$ cat config.mk
export PLATFORM = sky130hd
export DESIGN_NAME = sequential_alu_flat
export DESIGN_NICKNAME = d
export VERILOG_FILES = /design/src/rtl/alu_pkg.sv /design/src/rtl/sequential_alu_if.sv /design/src/rtl/alu_mul_seq.sv /design/src/rtl/sequential_alu.sv /design/src/flat_wrapper.sv
export SDC_FILE = /design/constraint.sdc
export NUM_CORES = 1
export LEC_CHECK = 0
export CAP_MARGIN = 20
export CORE_ASPECT_RATIO = 1.5
export CORE_MARGIN = 2
export CORE_UTILIZATION = 40
export CTS_CLUSTER_DIAMETER = 120
export DETAILED_ROUTE_END_ITERATION = 7
export PLACE_DENSITY = 0.58
export SLEW_MARGIN = 20
export SYNTH_ARGS = -nofsm -noshare
export SYNTH_HDL_FRONTEND = slang
export SYNTH_SLANG_ARGS = --single-unit
$ cat constraint.sdc
create_clock -name CLK -period 3.8 [get_ports CLK]
set_input_delay 1.14 -clock CLK [delete_from_list [all_inputs] [get_ports CLK]]
set_output_delay 1.14 -clock CLK [all_outputs]
set_load 0.01 [all_outputs]
$ cat src/rtl/alu_pkg.sv
// Shared definitions for the sequential ALU: opcodes, flag bit positions and FSM state encoding.
package alu_pkg;

    localparam logic [3:0] OP_ADD = 4'b0000;
    localparam logic [3:0] OP_SUB = 4'b0001;
    localparam logic [3:0] OP_AND = 4'b0010;
    localparam logic [3:0] OP_OR  = 4'b0011;
    localparam logic [3:0] OP_NOT = 4'b0100;
    localparam logic [3:0] OP_XOR = 4'b0101;
    localparam logic [3:0] OP_SHL = 4'b0110;
    localparam logic [3:0] OP_SHR = 4'b0111;
    localparam logic [3:0] OP_SRA = 4'b1000;
    localparam logic [3:0] OP_MUL = 4'b1001;

    localparam int unsigned FLAG_N = 3;
    localparam int unsigned FLAG_V = 2;
    localparam int unsigned FLAG_C = 1;
    localparam int unsigned FLAG_Z = 0;

    typedef enum logic [1:0] {
        StIdle,  // no result held
        StMul,   // shift-add multiply running
        StHold   // result valid, waiting for consumer
    } alu_state_e;

endpackage

$ cat src/rtl/sequential_alu_if.sv
// Handshake bundle of the sequential ALU.
//   master: requester/consumer side (drives operation request and OUT_READY)
//   slave : ALU side (drives IN_READY, result, flags, BUSY)
interface sequential_alu_if #(
    parameter int unsigned WIDTH = 8
);
    logic             IN_VALID;
    logic             IN_READY;
    logic [WIDTH-1:0] A;
    logic [WIDTH-1:0] B;
    logic [3:0]       ALU_SEL;
    logic             OUT_VALID;
    logic             OUT_READY;
    logic [WIDTH-1:0] ALU_RESULT;
    logic [3:0]       FLAGS;
    logic             BUSY;

    modport master (
        output IN_VALID, A, B, ALU_SEL, OUT_READY,
        input  IN_READY, OUT_VALID, ALU_RESULT, FLAGS, BUSY
    );

    modport slave (
        input  IN_VALID, A, B, ALU_SEL, OUT_READY,
        output IN_READY, OUT_VALID, ALU_RESULT, FLAGS, BUSY
    );
endinterface

$ cat src/rtl/alu_mul_seq.sv
// Sequential shift-add unsigned multiplier, one partial-product step per cycle.
//   clk_i, rst_ni : clock, asynchronous active-low reset
//   start_i       : load a_i/b_i and begin WIDTH steps
//   a_i, b_i      : operands
//   done_o        : high during the final step cycle; product_o is valid while done_o is high
//   product_o     : 2*WIDTH-bit product (value after the current step)
module alu_mul_seq #(
    parameter int unsigned WIDTH = 8
) (
    input  logic               clk_i,
    input  logic               rst_ni,
    input  logic               start_i,
    input  logic [WIDTH-1:0]   a_i,
    input  logic [WIDTH-1:0]   b_i,
    output logic               done_o,
    output logic [2*WIDTH-1:0] product_o
);

    localparam int unsigned CntW = $clog2(WIDTH + 1);

    logic [2*WIDTH-1:0] mcand_q, mcand_d;
    logic [WIDTH-1:0]   mplr_q, mplr_d;
    logic [2*WIDTH-1:0] acc_q, acc_d;
    logic [CntW-1:0]    cnt_q, cnt_d;

    always_comb begin
        mcand_d = mcand_q;
        mplr_d  = mplr_q;
        acc_d   = acc_q;
        cnt_d   = cnt_q;
        if (start_i) begin
            mcand_d = {{WIDTH{1'b0}}, a_i};
            mplr_d  = b_i;
            acc_d   = '0;
            cnt_d   = CntW'(WIDTH);
        end else if (cnt_q != '0) begin
            acc_d   = acc_q + (mplr_q[0] ? mcand_q : '0);
            mcand_d = mcand_q << 1;
            mplr_d  = mplr_q >> 1;
            cnt_d   = cnt_q - CntW'(1);
        end
    end

    // The last step's sum is exposed combinationally so the caller can latch it on that edge.
    assign done_o    = (cnt_q == CntW'(1));
    assign product_o = acc_d;

    always_ff @(posedge clk_i or negedge rst_ni) begin
        if (!rst_ni) begin
            mcand_q <= '0;
            mplr_q  <= '0;
            acc_q   <= '0;
            cnt_q   <= '0;
        end else begin
            mcand_q <= mcand_d;
            mplr_q  <= mplr_d;
            acc_q   <= acc_d;
            cnt_q   <= cnt_d;
        end
    end

endmodule

$ cat src/rtl/sequential_alu.sv
// Sequential ALU with valid/ready handshake on both sides and a multi-cycle multiplier.
//   CLK, RST_N : clock, asynchronous active-low reset
//   bus        : slave side of sequential_alu_if (request A/B/ALU_SEL, result ALU_RESULT/FLAGS,
//                handshakes IN_VALID/IN_READY and OUT_VALID/OUT_READY, BUSY while multiplying)
module sequential_alu
    import alu_pkg::*;
#(
    parameter int unsigned WIDTH = 8
) (
    input  logic               CLK,
    input  logic               RST_N,
    sequential_alu_if.slave    bus
);

    localparam int unsigned     Msb   = WIDTH - 1;
    localparam logic [WIDTH-1:0] ShLim = WIDTH'(WIDTH);

    alu_state_e       state_q, state_d;
    logic [WIDTH-1:0] result_q, result_d;
    logic [3:0]       flags_q, flags_d;
    logic             out_valid_q, out_valid_d;
    logic             busy_q, busy_d;

    logic             in_ready;
    logic             accept;
    logic             mul_start;
    logic             mul_done;
    logic [2*WIDTH-1:0] mul_product;

    logic [WIDTH:0]   add_w;
    logic [WIDTH:0]   sub_w;
    logic [WIDTH-1:0] alu_res;
    logic             alu_c;
    logic             alu_v;
    logic [3:0]       alu_flags;
    logic [3:0]       mul_flags;

    always_comb begin
        unique case (state_q)
            StIdle:  in_ready = 1'b1;
            StHold:  in_ready = bus.OUT_READY;
            default: in_ready = 1'b0;
        endcase
    end

    assign accept    = bus.IN_VALID && in_ready;
    assign mul_start = accept && (bus.ALU_SEL == OP_MUL);

    // Single-cycle datapath, evaluated on the live inputs at the accept edge.
    always_comb begin
        add_w   = {1'b0, bus.A} + {1'b0, bus.B};
        sub_w   = {1'b0, bus.A} - {1'b0, bus.B};
        alu_res = '0;
        alu_c   = 1'b0;
        alu_v   = 1'b0;
        case (bus.ALU_SEL)
            OP_ADD: begin
                alu_res = add_w[WIDTH-1:0];
                alu_c   = add_w[WIDTH];
                alu_v   = (bus.A[Msb] == bus.B[Msb]) && (add_w[Msb] != bus.A[Msb]);
            end
            OP_SUB: begin
                alu_res = sub_w[WIDTH-1:0];
                alu_c   = sub_w[WIDTH];  // borrow out equals A < B unsigned
                alu_v   = (bus.A[Msb] != bus.B[Msb]) && (sub_w[Msb] != bus.A[Msb]);
            end
            OP_AND:  alu_res = bus.A & bus.B;
            OP_OR:   alu_res = bus.A | bus.B;
            OP_NOT:  alu_res = ~bus.A;
            OP_XOR:  alu_res = bus.A ^ bus.B;
            OP_SHL:  alu_res = (bus.B >= ShLim) ? '0 : (bus.A << bus.B);
            OP_SHR:  alu_res = (bus.B >= ShLim) ? '0 : (bus.A >> bus.B);
            OP_SRA:  alu_res = (bus.B >= ShLim) ? {WIDTH{bus.A[Msb]}}
                                                : WIDTH'($signed(bus.A) >>> bus.B);
            default: alu_res = '0;
        endcase
        alu_flags         = '0;
        alu_flags[FLAG_N] = alu_res[Msb];
        alu_flags[FLAG_V] = alu_v;
        alu_flags[FLAG_C] = alu_c;
        alu_flags[FLAG_Z] = (alu_res == '0);
    end

    always_comb begin
        mul_flags         = '0;
        mul_flags[FLAG_N] = mul_product[Msb];
        mul_flags[FLAG_C] = |mul_product[2*WIDTH-1:WIDTH];
        mul_flags[FLAG_Z] = (mul_product[WIDTH-1:0] == '0);
    end

    alu_mul_seq #(
        .WIDTH (WIDTH)
    ) u_mul (
        .clk_i     (CLK),
        .rst_ni    (RST_N),
        .start_i   (mul_start),
        .a_i       (bus.A),
        .b_i       (bus.B),
        .done_o    (mul_done),
        .product_o (mul_product)
    );

    always_comb begin
        state_d  = state_q;
        result_d = result_q;
        flags_d  = flags_q;
        unique case (state_q)
            StIdle, StHold: begin
                if (accept) begin
                    if (bus.ALU_SEL == OP_MUL) begin
                        state_d = StMul;
                    end else begin
                        state_d  = StHold;
                        result_d = alu_res;
                        flags_d  = alu_flags;
                    end
                end else if ((state_q == StHold) && bus.OUT_READY) begin
                    state_d = StIdle;
                end
            end
            StMul: begin
                if (mul_done) begin
                    state_d  = StHold;
                    result_d = mul_product[WIDTH-1:0];
                    flags_d  = mul_flags;
                end
            end
            default: state_d = StIdle;
        endcase
        out_valid_d = (state_d == StHold);
        busy_d      = (state_d == StMul);
    end

    always_ff @(posedge CLK or negedge RST_N) begin
        if (!RST_N) begin
            state_q     <= StIdle;
            result_q    <= '0;
            flags_q     <= '0;
            out_valid_q <= 1'b0;
            busy_q      <= 1'b0;
        end else begin
            state_q     <= state_d;
            result_q    <= result_d;
            flags_q     <= flags_d;
            out_valid_q <= out_valid_d;
            busy_q      <= busy_d;
        end
    end

    assign bus.IN_READY   = in_ready;
    assign bus.OUT_VALID  = out_valid_q;
    assign bus.BUSY       = busy_q;
    assign bus.ALU_RESULT = result_q;
    assign bus.FLAGS      = flags_q;

endmodule

$ cat src/flat_wrapper.sv
// flat-port wrapper written by rule: the top's interface ports become plain ports
module sequential_alu_flat import alu_pkg::*;
#(
    parameter int unsigned WIDTH = 8
)
  (CLK, RST_N, bus_IN_VALID, bus_A, bus_B, bus_ALU_SEL, bus_OUT_READY, bus_IN_READY, bus_OUT_VALID, bus_ALU_RESULT, bus_FLAGS, bus_BUSY);
  sequential_alu_if #(.WIDTH(WIDTH)) bus_i ();
  input  logic CLK;
  input  logic RST_N;
  input wire logic [$bits(bus_i.IN_VALID)-1:0] bus_IN_VALID;
  input wire logic [$bits(bus_i.A)-1:0] bus_A;
  input wire logic [$bits(bus_i.B)-1:0] bus_B;
  input wire logic [$bits(bus_i.ALU_SEL)-1:0] bus_ALU_SEL;
  input wire logic [$bits(bus_i.OUT_READY)-1:0] bus_OUT_READY;
  output wire logic [$bits(bus_i.IN_READY)-1:0] bus_IN_READY;
  output wire logic [$bits(bus_i.OUT_VALID)-1:0] bus_OUT_VALID;
  output wire logic [$bits(bus_i.ALU_RESULT)-1:0] bus_ALU_RESULT;
  output wire logic [$bits(bus_i.FLAGS)-1:0] bus_FLAGS;
  output wire logic [$bits(bus_i.BUSY)-1:0] bus_BUSY;
  assign bus_i.IN_VALID = bus_IN_VALID;
  assign bus_i.A = bus_A;
  assign bus_i.B = bus_B;
  assign bus_i.ALU_SEL = bus_ALU_SEL;
  assign bus_i.OUT_READY = bus_OUT_READY;
  assign bus_IN_READY = bus_i.IN_READY;
  assign bus_OUT_VALID = bus_i.OUT_VALID;
  assign bus_ALU_RESULT = bus_i.ALU_RESULT;
  assign bus_FLAGS = bus_i.FLAGS;
  assign bus_BUSY = bus_i.BUSY;
  sequential_alu #(.WIDTH(WIDTH)) u_core (.CLK(CLK), .RST_N(RST_N), .bus(bus_i));
endmodule
After elaboration in Yosys (flattened, before gate mapping)

Cells that the tools add are included.

Bits of input ports: 24
Bits in registers: 60

Magnitude comparators: 1
Eq/ne operators: 21
$add $sub $neg: 4
Bitwise operators: 4
Multiplexer cells: 29
Reductions and logical operators: 15
Shift-type cells: 3

Operators by type and width:

| cell                 | number |
|---|---|
| $mux W16             | 5 |
| $pmux W8 S9          | 1 |
| $mux W8              | 8 |
| $mux W4              | 5 |
| $add A16 B16 Y16     | 1 |
| $eq A4 B3 Y1 const B | 4 |
| $logic_not A8 Y1     | 2 |
| $pmux W8 S2          | 1 |
| $add A8 B8 Y9        | 1 |
| $sub A8 B8 Y9        | 1 |
| $and A8 B8 Y8        | 1 |
| $eq A4 B1 Y1 const B | 2 |
| $eq A4 B2 Y1 const B | 2 |
| $eq A4 B4 Y1 const B | 2 |
| $ge A8 B4 Y1 const B | 1 |
| $mux W2              | 4 |
| $not A8 Y8           | 1 |
| $or A8 B8 Y8         | 1 |
| $pmux W4 S2          | 1 |
| $reduce_or A8 Y1     | 1 |
| $shl A8 B8 Y8        | 1 |
| $shr A8 B8 Y8        | 1 |
| $sshr A8 B8 Y8       | 1 |
| $xor A8 B8 Y8        | 1 |
| 16 further kinds     | 28 |

Logic depth before layout (Yosys ltp)

Word-level depth: 8
Mapped depth: 12

By module

Synthesis repeated with hierarchy kept, for this count alone.

Cell total of the unflattened synthesis: 693
Area total of the unflattened synthesis: 5,861.9 µm²

Modules (own cells, without submodules):

| module         | sequential area each (µm²) | cells an instance | times used | area each (µm²) |
|---|---|---|---|---|
| sequential_alu | 375.4                      | 392               | 1          | 3,089.2 |
| alu_mul_seq    | 1,101.1                    | 301               | 1          | 2,772.7 |

Worst setup path after synthesis

No wires, ideal clock.

Path kind: input -> register
Start point: in bus_B[2]
End point: reg u_core.flags_q[2] (netlist: u_core.bus.FLAGS[2])
Path buffers: 2
Library setup time: 0.083 ns
Stages: 10
Path slack: -0.124 ns
Data arrival time: 3.841 ns
Required time: 3.717 ns
Cells stage by stage: clkbuf_1 clkinv_1 ha_1 clkbuf_1 nor3_1 a2111oi_0 o21bai_1 a211o_1 mux4_2 o21ai_0

Word-level cells in the longest chain between the ends: 7
Elaborated cells on any way between the ends: 10

Ends and longest elaborated chain:

| what                                           | line                                       | text |
|---|---|---|
| start, declared                                | flat_wrapper.sv:12                         | `input wire logic [$bits(bus_i.B)-1:0] bus_B;` |
| $sub A8 B8 Y9 or $add A8 B8 Y9 (tied branches) | sequential_alu.sv:52, sequential_alu.sv:51 |  |
| $ne A1 B1 Y1, on equally long branches         | sequential_alu.sv:65, sequential_alu.sv:60 |  |
| $logic_and A1 B1 Y1, on equally long branches  | sequential_alu.sv:65, sequential_alu.sv:60 |  |
| $pmux W1 S2 *                                  | sequential_alu.sv:56                       | `case (bus.ALU_SEL)` |
| $mux W4 *                                      | sequential_alu.sv:110                      | `if (bus.ALU_SEL == OP_MUL) begin` |
| $mux W4 *                                      | sequential_alu.sv:109                      | `if (accept) begin` |
| $pmux W4 S2 *                                  | sequential_alu.sv:107                      | `unique case (state_q)` |
| end signal, assigned                           | sequential_alu.sv:144                      | `flags_q <= flags_d;` |
| end, declared                                  | sequential_alu.sv:20                       | `logic [3:0] flags_q, flags_d;` |

Every way passes the cells marked *; elsewhere a longest branch is shown, timed or not. The select of a mux whose other input is x is not followed.
A chain may end at the register's enable or synchronous reset.

Worst setup path in the final report

Start point: in bus_B[4]
End point: reg u_core.flags_q[2] (netlist: u_core.bus.FLAGS[2])

Same word-level chain as after synthesis.

==> run summary <==
Status = finished, final reports clean
Ant. Diodes = 0
Part of the cycle the worst path needs = 96.3%
Final worst setup slack = 0.142 ns
Slew @ Worst Pin = 0.765 ns
Cts hold-fix bufs = 0
CTS Buf Count = 9
Top_reg_cell synth = dfrtp_1
Clock slew at reported path FFs = 0.06 ns
Fillers = 1296
Gr usage total = 25.6%
Fmax = 0.273 GHz
Synth area leaders = dfrtp_1 (27%), ha_1 (9.5%), nand2_1 (6.5%), a21oi_1 (5.0%), o21ai_0 (3.8%)
Cells after Synth = 694
Cell Area, Synth = 5520 sq um
Die Footprint = 14800 sq um
Critical Path RT = 4.05 ns
Yosys reg bits = 59
Synth cell types = 70
Most common cell after layout, fill and taps aside = nand2_1
Post-DR wirelength/cell = 19.4 um
Syn avg cell area = 7.95 sq um
Via count of the first global-routing pass = 5775
Hold_ws = 0.493 ns
Total negative slack = 0 ns
Max-cap violations = 0
Final worst path period need = 3.66 ns
CP arrival = 3.90 ns
DRC violations left = 0
RSZ-0062 raised after global routing = yes
Worst Reg-to-Reg Cells = 12
# nets final = 844
Routed vias/inst = 5.97
DRT iter0 DRCs = 300
Post-synthesis async set-or-reset flop share = 100%
Final ANT Viol Nets = 0
Sequential share of the synthesized area = 26.7%
Crit Path Category = in2reg
Global placement routability congestion = 1.01
Hold path depth = 2
Max-slew violation count = 0
Share of the synthesized area in the top cell type = 26.7%
Synth-to-layout area growth = 24.3%
IO Pins = 39
Core Footprint = 13500 sq um
Most frequent cells in the layout = nand2_1 (96), buf_4 (80), dfrtp_1 (58), a21oi_1 (53), nor2_1 (50)
Die Y = 148 um
Row Count = 52
H-tree depth = 3
Largest area contributor in the netlist = dfrtp_1
Number of port buffers = 38
Die Span X = 99.9 um
Share of layout cells above drive strength 1 = 16.5%
Clock latency on the worst-skew pair = 0.33 ns
Relative slew slack = 49.0%
Worst slack, placed = -0.418 ns
Routed vias = 5623
Final setup vio count = 0
Synth warnings = 0
Final wirelength = 18300 um
Drt first pass iters = 5
Dpl cell area = 6490 sq um
Util after Layout = 50.9%
Worst IR Drop VDD = 0.000309 V
PD cells = 515 nW/um^2
Placed wire-length estimate = 14400 um
Largest fanout on the critical path = 6
CTS sink cnt = 59
Total grt overflow = 0
Critical path launch point type = primary input
Finished Cell Area = 6860 sq um
CTS tree = yes
Final Hold Viols = 0
Global-route wire length before repair = 29800 um
Initial antenna violation count = 0
Setup Skew = 0.00642 ns
Worst hold path type = reg2reg
Root buffer cell = clkbuf_16
Starting density of the core = 41.0%
Crit. End Element = flop
Clock Tree Buf Depth = 2
Syn_nets = 763
Largest net degree at the start of global routing = 60
Leakage = 0.00309 uW
Number of synthesized flops with an enable pin = 0
## sequential cells by signal, summed over array words and instances (netlist names)
register	count
u_core.u_mul.mcand_q	16
u_core.bus.BUSY	1
u_core.u_mul.acc_q	16
u_core.u_mul.cnt_q	4
u_core.bus.OUT_VALID	1
u_core.state_q	2
u_core.bus.ALU_RESULT	7
u_core.bus.FLAGS	4
u_core.u_mul.mplr_q	8
## cell usage after synthesis, types with 4 or more instances
| master | n |
|---|---|
| buf_2 | 5 |
| a31oi_1 | 17 |
| or3_1 | 5 |
| nor2b_1 | 8 |
| o21ai_0 | 42 |
| buf_1 | 5 |
| o21a_1 | 4 |
| nand2b_1 | 7 |
| a311oi_1 | 4 |
| mux4_2 | 8 |
| inv_1 | 28 |
| mux2i_1 | 19 |
| and2_1 | 19 |
| a21o_1 | 8 |
| a21oi_1 | 55 |
| nand3_1 | 24 |
| or4_1 | 4 |
| a211oi_1 | 18 |
| o22ai_1 | 6 |
| nand4_1 | 4 |
| xnor2_1 | 13 |
| ha_1 | 42 |
| clkbuf_1 | 35 |
| nor4_1 | 5 |
| nor2_1 | 50 |
| nor3_1 | 16 |
| dfrtp_1 | 59 |
| nand2_1 | 96 |
| a22oi_1 | 4 |
| and3_1 | 6 |
| o21bai_1 | 7 |
## report_power, final
part           leakage, uW  switching [uW]  internal (uW)
sequential        0.000756             189            867
clock             0.000160             305            578
combinational      0.00217             893            704
## through the flow
| step | total power [uW] | instances |
|---|---|---|
| 3_3_place_gp | 2600 | 925 |
| 3_5_place_dp | 2630 | 925 |
| 2_1_floorplan | 2030 | 694 |
| 4_1_cts | 3540 | 941 |
| 5_1_grt | 3790 | 942 |
| 6_report | 3530 | 942 |
## critical path, stage by stage
cell and delay (ns):
clkdlybuf4s50_1 0.48, inv_1 0.06, ha_1 0.37, nor3b_1 0.33
a2111oi_2 0.09, buf_4 0.15, o21bai_1 0.23, a21oi_2 0.10
or2_2 0.30, mux4_2 0.45, o21ai_0 0.18
## worst paths after layout
path | from | endpoint | slack (ns)
min in group asynchronous | RST_N | u_core.u_mul.mplr_q[6]$_DFFE_PN0P_ | 0.94
max reg2reg | u_core.u_mul.mplr_q[0]$_DFFE_PN0P_ | u_core.bus.FLAGS[1]$_DFFE_PN0P_ | 0.35
min | u_core.bus.ALU_RESULT[2]$_DFFE_PN0P_ | u_core.bus.ALU_RESULT[2]$_DFFE_PN0P_ | 0.49
max in group asynchronous | RST_N | u_core.u_mul.mplr_q[0]$_DFFE_PN0P_ | 2.29
min reg2reg | u_core.bus.ALU_RESULT[2]$_DFFE_PN0P_ | u_core.bus.ALU_RESULT[2]$_DFFE_PN0P_ | 0.49
max | bus_B[4] | u_core.bus.FLAGS[2]$_DFFE_PN0P_ | 0.14
## repair_timing
item / 4_1_cts / 5_1_grt
pin swaps: 0 / 4
resized for setup: 1 / 9
gates cloned: 0 / 0
setup endpoints to repair: 2 / 6
buffers inserted: 0 / 1
## cell families (layout without fill, tap and decap cells)
| kind of cell | count (synthesis) | in the layout | share of synthesized area, % |
|---|---|---|---|
| buffers and inverters | 79 | 165 | 5.83 |
| DFF | 59 | 59 | 26.7 |
| adders and majority gates | 45 | 45 | 10.6 |
| xor gates and xnor gates | 16 | 16 | 2.54 |
| muxes | 27 | 27 | 6.71 |
| and+or+nand+nor | 264 | 264 | 23.7 |
| AOI/OAI and AO/OA | 204 | 204 | 23.8 |
## layer usage
metal	up-vias	GRT usage [%]	share of wire, %	wire length (um)
li1	2678	-	-	-
met5	-	0	0	0
met1	2753	28.3	37	6850
met4	0	12.7	4.9	894
met3	52	2.32	2.9	522
met2	140	47.9	55	10000
## area by class of cell
type	instances	area (sq um)	area share [%]
clock inverter	7	100	1.46
inverter	31	118	1.71
clock buffer	9	225	3.28
sequential	59	1480	21.5
multi-input combinational	556	3760	54.8
timing repair buffer	118	976	14.2
tap	162	203	2.96
No activity file was read; power rests on OpenSTA's default activity.
==> variant 1: new RTL, same settings <==
Make the reset (`RST_N` and `rst_ni`) synchronous in 2 clocked blocks. Comments in the files are not updated.
--- a/src/rtl/alu_mul_seq.sv
+++ b/src/rtl/alu_mul_seq.sv
@@ -45,7 +45,7 @@
     assign done_o    = (cnt_q == CntW'(1));
     assign product_o = acc_d;
 
-    always_ff @(posedge clk_i or negedge rst_ni) begin
+    always_ff @(posedge clk_i) begin
         if (!rst_ni) begin
             mcand_q <= '0;
             mplr_q  <= '0;
--- a/src/rtl/sequential_alu.sv
+++ b/src/rtl/sequential_alu.sv
@@ -131,7 +131,7 @@
         busy_d      = (state_d == StMul);
     end
 
-    always_ff @(posedge CLK or negedge RST_N) begin
+    always_ff @(posedge CLK) begin
         if (!RST_N) begin
             state_q     <= StIdle;
             result_q    <= '0;
Check against the original RTL: differs if RST_N is asserted again (counterexample within 4 cycles, from zero or initial values and one cycle with RST_N low); with RST_N held inactive, the same outputs for 10 cycles.
==> variant 1 against the unedited design <==
Wire length is 4.8% higher. Register-to-register slack better by 0.14 ns. Power is 27% lower. Clock power hardly changed. Sequential cell count stayed put. Combinational power is 40% lower. Worst setup slack worse by 0.038 ns. Area after synthesis is 3.2% lower. Cell area is 2.1% higher. Largest cell class unchanged. Largest power group unchanged.
==> variant 1: results (changes against the unedited design) <==
- Sequential-to-total area share from yosys stat: 0.221 (-0.0463)
- HPWL Detailed: 15,400 um (+6.9%)
- Ys flop type: dfxtp_1
- Fraction of the mapped netlist area in compound gates: 0.265 (+0.0267)
- Mapped Nets: 783 (+2.6%)
- Crit path DAT: 3.97 ns (+0.07 ns)
- Crit-path max FO: 3 (-3)
- Worst VDD drop: 0.290 mV (-5.9%)
- Buffering overhead: 0.184 (+0.0421)
- First-pass DRT Iterations: 6 (+1)
- Critical path startpoint: bus_B[3]
- Fraction of layout cells with a size suffix above 1: 0.193 (+0.0279)
- Worst r2r src: u_core.u_mul.mplr_q[0]
- Cell variety after synth: 75 (+7.1%)
- Synthesized-area fraction occupied by xor and xnor cells: 0.0230 (-0.00243)
- Final WL: 19,200 um (+4.8%)
- Final Skew: 0.00741 ns (+0.000987 ns)
- Mux contribution to synthesized area: 0.0590 (-0.00806)
- R2R cell count: 11 (-1)
- Worst slew pin tran: 0.888 ns (+0.122 ns)
- Total track usage: 0.272 (+0.0160)
- Met2 Use GR: 0.505 (+0.0254)
- Area taken by multi-input logic gates: 3870 um2 (+3.0%)
- Sequential cell area share: 0.169 (-0.0466)
- Status: finished, final reports clean
- Vias in the first global route: 5,976 (+3.5%)
- Metal3 WL: 558 um (+6.9%)
- Vias per std cell: 5.86 (-1.9%)
- NumNets Final: 902 (+6.9%)
- Met2 WL: 10,300 um (+3.3%)
- TAP cells: 159 (-1.9%)
- FFs w/ async S/R, synth: 0 (-1.00)
- Area contributors post-synth: dfxtp_1 22%, ha_1 9.6%, nand2_1 6.3%
- Met1 usage: 0.288 (+0.00468)
- Final clock-cell share: 0.0466 (-0.000788)
- WL met1: 7040 um (+2.8%)
- First DRT Iteration DRCs: 283 (-5.7%)
- Cell Area, Placed: 6640 um2 (+2.3%)
- Adder-cell share of the synthesized area: 0.107 (+0.00121)
- Final Max Tran Viols: 0 (unchanged)
- Commonest cells post-synth: 89 x nand2_1, 62 x nor2_1, 59 x dfxtp_1
- Leak: 0.00294 uW (-4.8%)
- Multi-In Gates: 573 (+3.1%)
- HP Start: u_core.u_mul.mcand_q[8]
- Register area: 1180 um2 (-20%)
- Fillcell total: 1,316 (+1.5%)
==> variant 1: stage by stage <==
| step | setup TNS [ns] | std cells | worst slack, ns | power, uW | hold WS (ns) |
|---|---|---|---|---|---|
| after global placement | -1.36 | 982 | -0.251 | 1670 | 0.451 |
| after detailed placement | -1.51 | 982 | -0.258 | 1680 | 0.456 |
| after floorplan | 0 | 715 | 0.0684 | 1310 | 0.432 |
| final | 0 | 997 | 0.104 | 2570 | 0.465 |
| after CTS | 0 | 997 | 0.0702 | 2570 | 0.464 |
| after global routing | -0.0812 | 997 | -0.0657 | 2710 | 0.480 |
==> variant 1: logic make-up after synthesis <==
kind of cell | Yosys count
AOI/OAI and AO/OA | 206
xor gates and xnor gates | 14
adders and majority gates | 44
buffers and inverters | 83
DFF | 59
muxes | 26
and+or+nand+nor | 283
==> variant 1: critical path: stages <==
cell and delay [ns]:
clkdlybuf4s50_1 0.47, inv_1 0.06, ha_1 0.32, or3b_2 0.51, o211ai_1 0.10, nor2_1 0.08, a221o_1 0.33, a2111oi_2 0.36
buf_4 0.17, nand3_1 0.07, nor3_2 0.17, o221a_1 0.19
==> variant 1: timing repair <==
action	4_1_cts	5_1_grt
hold endpoints to repair	0	0
setup endpoints to repair	0	4
resized for setup	0	9
==> variant 1: worst paths after layout <==
check | endpoint | slack (ns)
worst max-delay path | u_core.bus.FLAGS[0] | 0.10
worst min-delay path | u_core.u_mul.mcand_q[8] | 0.46
worst max register to register | u_core.bus.FLAGS[1] | 0.49
worst min register to register | u_core.u_mul.mcand_q[8] | 0.46
==> variant 1: report_power, final <==
part	switching, uW	internal [uW]
clock	280	605
sequential	46.5	671
combinational	588	375
==> variant 2: new RTL, same flow settings <==
Made on the original files. `WIDTH` is set to 8 in 4 places; all go to 4.
--- a/src/rtl/sequential_alu_if.sv
+++ b/src/rtl/sequential_alu_if.sv
@@ -2,7 +2,7 @@
 //   master: requester/consumer side (drives operation request and OUT_READY)
 //   slave : ALU side (drives IN_READY, result, flags, BUSY)
 interface sequential_alu_if #(
-    parameter int unsigned WIDTH = 8
+    parameter int unsigned WIDTH = 4
 );
     logic             IN_VALID;
     logic             IN_READY;
--- a/src/rtl/alu_mul_seq.sv
+++ b/src/rtl/alu_mul_seq.sv
@@ -5,7 +5,7 @@
 //   done_o        : high during the final step cycle; product_o is valid while done_o is high
 //   product_o     : 2*WIDTH-bit product (value after the current step)
 module alu_mul_seq #(
-    parameter int unsigned WIDTH = 8
+    parameter int unsigned WIDTH = 4
 ) (
     input  logic               clk_i,
     input  logic               rst_ni,
--- a/src/rtl/sequential_alu.sv
+++ b/src/rtl/sequential_alu.sv
@@ -5,7 +5,7 @@
 module sequential_alu
     import alu_pkg::*;
 #(
-    parameter int unsigned WIDTH = 8
+    parameter int unsigned WIDTH = 4
 ) (
     input  logic               CLK,
     input  logic               RST_N,
--- a/src/flat_wrapper.sv
+++ b/src/flat_wrapper.sv
@@ -1,7 +1,7 @@
 // flat-port wrapper written by rule: the top's interface ports become plain ports
 module sequential_alu_flat import alu_pkg::*;
 #(
-    parameter int unsigned WIDTH = 8
+    parameter int unsigned WIDTH = 4
 )
   (CLK, RST_N, bus_IN_VALID, bus_A, bus_B, bus_ALU_SEL, bus_OUT_READY, bus_IN_READY, bus_OUT_VALID, bus_ALU_RESULT, bus_FLAGS, bus_BUSY);
   sequential_alu_if #(.WIDTH(WIDTH)) bus_i ();
Interface: changed (resized bus_A, bus_ALU_RESULT and bus_B); port bits go from 39 to 27. The function was not compared with the original's and may differ.
==> variant 2 against the unedited design <==
Worst hold slack got worse by 0.014 ns. Synthesized cell count fell by 50%. Area after synthesis fell by 47%. Global-route usage fell by 5.0 points. Combinational power fell by 53%. Critical path depth fell by 7. Clock power fell by 62%. Count of clock-buffer cells in the layout fell by 4. Worst setup slack improved by 0.14 ns. Cell area fell by 50%. Sequential cell count fell by 25. Power fell by 53%. Wire length fell by 59%. Critical path type is now input pin to output port. Highest routed layer unchanged.
==> variant 2: results (changes against the unedited design) <==
- Top flop regs: u_core.u_mul.acc_q: 8 flops, u_core.u_mul.mcand_q: 8 flops
- Fraction of the mapped netlist area in compound gates: 0.229 (-0.00971)
- Vias: 2,644 (-53%)
- HPWL Detailed: 5930 um (-59%)
- Clk_lat worst skew: 0.28 ns (-0.05 ns)
- Relative slew slack: 0.637 (+0.147)
- Synth Area per Inst: 8.43 um2 (+6.0%)
- First DRT Iteration DRCs: 99 (-67%)
- Non-Filler Instances: 477 (-49%)
- R2R Setup Slk: 1.10 ns (+0.75 ns)
- Final Hold Slack: 0.479 ns (-0.0140 ns)
- CP endpoint: bus_IN_READY
- Crit-path max FO: 3 (-3)
- Cell Area, Placed: 3310 um2 (-49%)
- Cells after DPL: 469 (-49%)
- Fraction of layout cells with a size suffix above 1: 0.109 (-0.0566)
- CTS Root Cell: clkbuf_8
- Commonest cells post-synth: 48 x nand2_1, 34 x dfrtp_1, 28 x nor2_1
- Worst VDD drop: 0.250 mV (-19%)
- Total track usage: 0.206 (-0.0503)
- Largest net degree at the start of global routing: 35 (-42%)
- Register area: 851 um2 (-42%)
- First-pass GRT wire length: 12,800 um (-57%)
- Adder-cell share of the synthesized area: 0.115 (+0.00850)
- Post-DR wirelength/cell: 15.9 um (-18%)
- Final Skew: 0.00395 ns (-0.00247 ns)
- Mapped Nets: 388 (-49%)
- Fillcell total: 714 (-45%)
- Status: finished, final reports clean
variant 2: cell types whose count changed after synthesis, moves of 12 or more:
cell,change
a211oi_1,-13
clkbuf_1,-29
ha_1,-20
a21oi_1,-33
nand3_1,-15
o21ai_0,-28
nor2_1,-22
mux2i_1,-12
nand2_1,-48
dfrtp_1,-25
variant 2: area by class of cell:
cell class	count	area share
Clock inverter	3	0.0132
Inverter	18	0.0198
Timing Repair Buffer	42	0.111
Clock buffer	5	0.0201
Tap cell	100	0.0366
Sequential cell	34	0.249
Multi-Input combinational cell	275	0.550
variant 2: power by group:
group,switching (uW),internal [uW],total (uW),leakage (uW)
registers,92.1,490,582,0.000442
clock network,136,195,331,0.0000504
logic,398,351,748,0.000998
variant 2: per-layer routing:
layer  GRT usage  vias up  share of wire
li1            -     1310              -
met1       0.237     1264           0.41
met2       0.374       55           0.54
met3      0.0148       15          0.019
met4      0.0974        0          0.037
met5           0        -              0
